`src/rtl/apb_mailbox_slave.sv`:
```
// apb_mailbox_slave: APB register map (DATA/STATUS/CTRL) in front of a byte-stream FIFO drained over valid/ready.
// Define APB_MAILBOX_PRIV_CHECK_EN to reject CTRL writes that are not privileged (PPROT[0]=0).
module apb_mailbox_slave #(
   parameter int PADDR_SIZE  = 10,
   parameter int PDATA_SIZE  = 8,
   parameter int FIFO_DEPTH  = 4,
   parameter int WAIT_STATES = 1
) (
   input  logic                    PCLK,
   input  logic                    PRESETn,
   input  logic                    PSEL,
   input  logic                    PENABLE,
   input  logic [2:0]              PPROT,
   input  logic                    PWRITE,
   input  logic [PDATA_SIZE/8-1:0] PSTRB,
   input  logic [PADDR_SIZE-1:0]   PADDR,
   input  logic [PDATA_SIZE-1:0]   PWDATA,
   output logic [PDATA_SIZE-1:0]   PRDATA,
   output logic                    PREADY,
   output logic                    PSLVERR,
   output logic [PDATA_SIZE-1:0]   pop_data,
   output logic                    pop_valid,
   input  logic                    pop_ready,
   output logic                    irq
);
   localparam int OFS = $clog2(PDATA_SIZE / 8);
   localparam int AW  = $clog2(FIFO_DEPTH);
   typedef enum logic {IDLE, ACCESS} state_t;
   state_t                  state;
   logic [3:0]              wcnt;
   logic [PDATA_SIZE-1:0]   mem [FIFO_DEPTH];
   logic [AW-1:0]           wptr, rptr;
   logic [AW:0]             count;
   logic                    ovf, irq_en;
   logic [PADDR_SIZE-1:0]   idx;
   logic                    is_data, is_stat, is_ctrl, bad_idx, wr_eff, full, empty, priv_bad;
   logic                    err, commit, push, pop, flush, ovf_set;
   logic [7:0]              status;
   assign idx     = PADDR >> OFS;
   assign is_data = idx == '0;
   assign is_stat = idx == PADDR_SIZE'(1);
   assign is_ctrl = idx == PADDR_SIZE'(2);
   assign bad_idx = idx > PADDR_SIZE'(2);
   assign wr_eff  = PWRITE & |PSTRB;
   assign full    = count == (AW+1)'(FIFO_DEPTH);
   assign empty   = count == '0;
`ifdef APB_MAILBOX_PRIV_CHECK_EN
   logic unused_prot;
   assign unused_prot = ^PPROT[2:1];
   assign priv_bad    = ~PPROT[0];
`else
   logic unused_prot;
   assign unused_prot = ^PPROT;
   assign priv_bad    = 1'b0;
`endif
   assign PREADY  = (state == ACCESS) & PSEL & PENABLE & (wcnt == '0);
   // A zero-strobe write to a valid register is a silent no-op, never an error.
   assign err     = bad_idx | (wr_eff & ((is_data & full) | is_stat | (is_ctrl & priv_bad)));
   assign PSLVERR = PREADY & err;
   assign status  = {4'(count), 1'b0, ovf, full, empty};
   assign PRDATA  = (PREADY & ~PWRITE) ? (is_stat ? PDATA_SIZE'(status) : is_ctrl ? PDATA_SIZE'(irq_en) : '0) : '0;
   assign commit  = PREADY & ~err & wr_eff;
   assign push    = commit & is_data;
   assign flush   = commit & is_ctrl & PWDATA[1];
   assign ovf_set = PREADY & wr_eff & is_data & full;
   assign pop     = ~empty & pop_ready;
   assign pop_valid = ~empty;
   assign pop_data  = empty ? '0 : mem[rptr];
   always_ff @(posedge PCLK or negedge PRESETn)
      if (!PRESETn) begin
         state <= IDLE;
         wcnt  <= '0;
      end else if (state == IDLE) begin
         if (PSEL && !PENABLE) begin
            state <= ACCESS;
            wcnt  <= 4'(WAIT_STATES);
         end
      end else if (!PSEL || PREADY) state <= IDLE;
      else if (wcnt != '0) wcnt <= wcnt - 4'd1;
   always_ff @(posedge PCLK)
      if (push) mem[wptr] <= PWDATA;
   always_ff @(posedge PCLK or negedge PRESETn)
      if (!PRESETn) begin
         wptr   <= '0;
         rptr   <= '0;
         count  <= '0;
         ovf    <= 1'b0;
         irq_en <= 1'b0;
         irq    <= 1'b0;
      end else begin
         if (flush) begin
            wptr  <= '0;
            rptr  <= '0;
            count <= '0;
         end else begin
            if (push) wptr <= wptr + AW'(1);
            if (pop) rptr <= rptr + AW'(1);
            count <= count + (AW+1)'(push) - (AW+1)'(pop);
         end
         if (commit && is_ctrl) irq_en <= PWDATA[0];
         if (commit && is_ctrl && PWDATA[2]) ovf <= 1'b0;
         else if (ovf_set) ovf <= 1'b1;
         irq <= irq_en & (ovf | empty);
      end
endmodule

```
`config.mk`:
```
export PLATFORM = sky130hd
export DESIGN_NAME = apb_mailbox_slave
export DESIGN_NICKNAME = d
export VERILOG_FILES = /design/src/rtl/apb_mailbox_slave.sv
export SDC_FILE = /design/constraint.sdc
export NUM_CORES = 1
export LEC_CHECK = 0
export BUFFER_PORTS_ARGS = -buffer_cell sky130_fd_sc_hd__buf_2
export CORE_ASPECT_RATIO = 0.7
export CORE_MARGIN = 5
export CORE_UTILIZATION = 45
export CTS_CLUSTER_SIZE = 25
export DETAILED_ROUTE_END_ITERATION = 7
export PLACE_DENSITY = 0.7
export SLEW_MARGIN = 0
export SYNTH_ARGS = -nofsm -noshare
export SYNTH_HDL_FRONTEND = slang
export SYNTH_SLANG_ARGS = --single-unit
```
`constraint.sdc`:
```
create_clock -name PCLK -period 3.9 [get_ports PCLK]
set_clock_uncertainty 0.05 [all_clocks]
set_input_delay 0.39 -clock PCLK [delete_from_list [all_inputs] [get_ports PCLK]]
set_output_delay 0.39 -clock PCLK [all_outputs]
set_load 0.02 [all_outputs]
```
### Word-level counts from Yosys, hierarchy flattened

Memory sizes are Yosys's and may differ from the RTL's.
Index checks and enable logic that the tools add are counted.
W data, S select, Z words.

* register bits after elaboration: 15
* RAM bits: 32
* bits of input ports: 28
* output and inout port bits: 20
* word-level logic and storage cells: 79
* memories: 1

* add/sub/neg operators: 5
* magnitude comparators: 1
* eq/ne operators: 5
* multiplexer cells: 20
* bitwise logic cells: 24
* reduce and logical (&&, ||, !) cells: 15

Memories
* mem: words 4, width 8, read ports 1, clocked after memory_dff 0, write ports 1, RTL line 31 `logic [PDATA_SIZE-1:0] mem [FIFO_DEPTH];`

Operator list (number)
* $and A1 B1 Y1: 18
* $mux W4: 4
* $mux W7: 2
* $eq A10 B1 Y1 const B: 1
* $eq A10 B2 Y1 const B: 1
* $gt A10 B2 Y1 const B: 1
* $logic_not A10 Y1: 1
* $mux W1: 8
* $mux W2: 4
* $mux W8: 1
* $reduce_bool A2 Y1: 4
* $add A2 B1 Y2 const B: 2
* $logic_not A4 Y1: 1
* $reduce_bool A4 Y1: 1
* $sub A4 B1 Y4 const B: 1
* $add A3 B1 Y3: 1
* $eq A3 B3 Y1 const B: 1
* $logic_and A1 B1 Y1: 3
* $logic_not A3 Y1: 1
* $mux W3: 1
* $not A1 Y1: 3
* $or A1 B1 Y1: 3
* $reduce_and A3 Y1: 1
* $sub A3 B1 Y3: 1
* 4 further kinds: 5

### Depth between registers and ports, before layout

* depth in word-level cells: 12
* depth in mapped cells: 15
* mapped depth without buffers: 14

### Least setup slack after synthesis

Ideal clock, no wire load.

* path kind: input -> register
* start point: input port PADDR[7]
* end point: register count[2]
* library setup time: 0.130 ns
* data arrival time: 3.071 ns
* required time: 3.720 ns
* setup slack: 0.649 ns
* stages on the path: 13
* path buffers: 1
* path through: or4_4 or4_4 buf_6 nor4_4 inv_1 ha_1 inv_1 ha_1 inv_1 fa_1 xor2_1 xnor2_1 nor2_1

* longest elaborated chain between the ends: 12
* elaborated cells between the ends (all ways): 17
* those cells by class: add/sub: 2; order compare: 1; eq/ne: 2; mux: 1; bitwise: 10; reduce/logical: 1

RTL lines
* from (decl): RTL line 16 `input logic [PADDR_SIZE-1:0] PADDR,`
* parallel branches: the longest is 11 deep, another holds $gt A10 B2 Y1
* $mux W3 *: RTL line 91 `if (flush) begin`
* to (signal assigned): RTL line 98 `count <= count + (AW+1)'(push) - (AW+1)'(pop);`
* to (decl): RTL line 33 `logic [AW:0] count;`

Every way passes the cells marked *.
A chain may end at the register's enable or synchronous reset.

### Final worst setup path

* start point: register wcnt[0]
* end point: register count[2]

* longest elaborated chain between the ends: 8
* elaborated cells between the ends (all ways): 10
* those cells by class: add/sub: 2; mux: 1; bitwise: 6; reduce/logical: 1

RTL lines
* from (decl): RTL line 30 `logic [3:0] wcnt;`
* from (signal assigned): RTL line 76 `wcnt <= 4'(WAIT_STATES);`
* from (signal assigned): RTL line 79 `else if (wcnt != '0) wcnt <= wcnt - 4'd1;`
* $logic_not A4 Y1 *: RTL line 56 `assign PREADY = (state == ACCESS) & PSEL & PENABLE & (wcnt == '0);`
* $and A1 B1 Y1 *: RTL line 56
* $and A1 B1 Y1 * (2 in a row): RTL line 62 `assign commit = PREADY & ~err & wr_eff;`
* $and A1 B1 Y1: RTL line 63 `assign push = commit & is_data;`
* $add A3 B1 Y3: RTL line 98
* $sub A3 B1 Y3: RTL line 98
* $mux W3 *: RTL line 91

Mark *: on every way between the ends. The rest lies on a longest branch, timed or not.

==> metrics.md <==
| Metric | Value |
|---|---|
| Outcome | `finished, final reports clean` |
| Power per Cell Area | `549 nW/um^2` |
| Total routed wirelength | `4230 microns` |
| Sequential power share | `47.1%` |
| Crit. path cell count | `14` |
| Syn_area_per_cell | `13.7 sq um` |
| FMAX | `0.294 GHz` |
| Crit path largest cell delay | `0.67 ns` |
| Post-synth EDFFs | `32` |
| Final hold violations | `0` |
| Drt wl/cell | `15.0 microns` |
| Sink Count | `47` |
| Initial drt markers | `45` |
| Initial antenna violation count | `0` |
| Ant. Diodes | `0` |
| Seq/Total Area, Yosys | `58.6%` |
| Most common cell after layout, fill and taps aside | `buf_2` |
| Arr. time, crit path | `3.54 ns` |
| Internal power | `0.000953 W` |
| Final ANT Viol Nets | `0` |
| Worst R2R Setup Slack | `0.50 ns` |
| Max FO, Critical Path | `8` |
| Site row count | `21` |
| Most frequent cells in the layout | `buf_2 (42), edfxtp_1 (32), and2_1 (19)` |
| Setup CP Type | `flip-flop to flip-flop` |
| Final Cycle Share | `87.2%` |
| CP cell instances | `inv_1 -> ha_1 -> nand4bb_1 -> or4_4 -> nor4_4 -> inv_1 -> ha_1 -> inv_1 -> ha_1 -> inv_1 -> fa_1 -> xor2_1 -> xnor2_1 -> nor2_1` |
| Vias in the first global route | `1389` |
| CP dominant cell by count | `inv_1` |
| H-tree levels | `2` |
| Die height | `69.6 microns` |
| Netlist cell types | `44` |
| Via count | `1453` |
| IO Port Bufs | `42` |
| Relative slew slack | `61.7%` |
| Hold crit path type | `input port to flip-flop` |
| Clock Path Buffers | `2` |
| Clock transition at path regs | `0.08 ns` |
| Initial Util | `47.2%` |
| Hold_ws | `0.246 ns` |
| Largest net degree at the start of global routing | `16` |
| Maximum vdd drop | `207 uV` |
| Root buf cell | `clkbuf_8` |
| Detailed Place HPWL | `3150 microns` |
| Slowest cell on the critical path | `or4_4` |
| Critical path required time | `4.03 ns` |
| Combinational Power Share | `33.6%` |
| DR pass1 iterations | `4` |
| Delay-heaviest family, CP | `simple AND/OR/NAND/NOR gates` |
| Synth area leaders | `edfxtp_1 (42%), dfrtp_1 (16%), mux4_2 (7.9%)` |
| Vias/cell | `5.15` |
| Number of I/O pins | `48` |
| Final #Nets | `248` |
| Share of cells above drive strength 1 | `29.6%` |
| CP endpoint | `count[2]$_DFF_PN0_` |
| Post-synth design cell area | `2280 sq um` |
| Max Cap Viol | `0` |
| Net switching power figure | `0.000498 W` |
| Sw frac | `34.3%` |
| Post-layout min period | `3.40 ns` |
| Die width | `95.1 microns` |
| Critical Path Sink Type | `flip-flop` |
| Core ar. | `4830 sq um` |
| Max-slew violations | `0` |
| Area Growth Syn to Fin | `15.8%` |
| CP bufs+invs | `4` |
| Top cell type's share of synthesized area | `42.1%` |
| Synthesized instance count | `167` |
| CTS Buf Count | `5` |
| Seq cells post-synth | `47` |
| GRT Total Usage | `13.6%` |
| Predominant post-synthesis flop cell | `edfxtp_1` |
| Largest area contributor in the netlist | `edfxtp_1` |
| Clock Power Share | `19.3%` |
| FF-to-FF End | `count[2]$_DFF_PN0_` |
| Later-pin clock latency in the skew report | `0.30 ns` |
| Post-route DRC | `0` |
| R2r worst-path depth | `14` |
| TNS Setup | `0 ns` |
| Setup-failing EPs final | `0` |
| Post-synth ARST share | `31.9%` |
| Setup crit start | `wcnt[0]$_DFFE_PN0P_` |
| Startpoint Class | `flip-flop` |
| Grt ovf | `0` |
| Die area | `6620 sq um` |
| RSZ-0062 raised after global routing | `no` |
| Gpl congestion | `0.812` |
| Worst slew pin tran | `0.574 ns` |
| First-pass GRT wire length | `6890 microns` |
| Yosys Warn Count | `0` |
| Post-CTS sizing | `0` |
| R2r startpoint | `wcnt[0]$_DFFE_PN0P_` |
| Final Power | `0.00145 W` |
| CTS tree | `yes` |
| Leakage | `1.05 nW` |
-- flip-flops by register name (all words and copies together), names as in the netlist --
signal  cells
mem        32
wcnt        4
count       3
rptr        2
wptr        2
irq         1
irq_en      1
ovf         1
state       1
-- area by class of cell --
class | instances | area [sq um]
clock buffer | 5 | 68.8
clock inverter | 3 | 15.0
fill | 441 | 2190
inverter | 10 | 37.5
multi-input combinational | 104 | 870
sequential | 47 | 1340
tap | 69 | 86.3
timing repair buffer | 44 | 228
-- synth_stat cells, types with 2 or more instances --
cell	instances
a21oi_1	4
a22o_1	2
and2_1	19
buf_4	2
clkbuf_1	3
dfrtp_1	15
edfxtp_1	32
ha_1	7
inv_1	10
mux4_2	8
nand2_1	8
nand2b_1	3
nand3_1	6
nand3b_1	2
nor2_1	6
nor3_1	3
o21ai_0	6
o31a_1	2
or4_4	2
xnor2_1	2
xor2_1	2
-- power groups by stage --
stage          registers, W  clock network [W]  logic [W]
2_1_floorplan      0.000634                  0   0.000411
3_3_place_gp       0.000694                  0   0.000482
3_5_place_dp       0.000696                  0   0.000494
4_1_cts            0.000686           0.000291   0.000497
5_1_grt            0.000701           0.000310   0.000535
6_report           0.000683           0.000281   0.000487
-- metal layers --
layer	global-route usage, %	vias up	part of all wire (%)
li1	-	698	-
met4	4.80	0	1.1
met1	19.2	717	45
met2	19.9	33	48
met5	0	-	0
met3	3.69	5	5.8
-- how the worst min path moves through the flow --
| stage | from | endpoint | slack, ns | depth (start not counted) |
|---|---|---|---|---|
| final | PWDATA[7] | mem[0][7]$_DFFE_PP_ | 0.25 | 1 |
| after global routing | PWDATA[7] | mem[0][7]$_DFFE_PP_ | 0.24 | 1 |
| after CTS | PENABLE | state$_DFF_PN0_ | 0.24 | 2 |
| after detailed placement | PRESETn | ovf$_DFFE_PN0P_ | 0.27 | 1 |
| after global placement | PRESETn | ovf$_DFFE_PN0P_ | 0.27 | 1 |
| after floorplan | PRESETn | count[0]$_DFF_PN0_ | 0.04 | 0 |
-- metrics by stage --
stage | cell area (sq um) | util [%] | worst slack (ns) | std cells
6_report | 2640 | 54.6 | 0.498 | 282
5_1_grt | 2640 | 54.6 | 0.262 | 282
4_1_cts | 2640 | 54.6 | 0.485 | 282
3_5_place_dp | 2550 | 52.7 | 0.432 | 273
3_3_place_gp | 2550 | 52.7 | 0.498 | 273
2_1_floorplan | 2280 | - | 0.649 | 168
-- cell families after synthesis --
group	Yosys count	synth area share (%)
xor gates and xnor gates	4	1.54
muxes	9	8.39
adders and majority gates	8	4.72
buffers and inverters	17	3.46
and+or+nand+nor	59	16.7
other	1	0.164
DFF	47	58.6
AOI/OAI and AO/OA	22	6.42
-- timing repair --
action,CTS,global route
setup buffers,0,0
hold endpoints to repair,15,0
hold buffers,1,0
(Power assumes the default switching activity.)
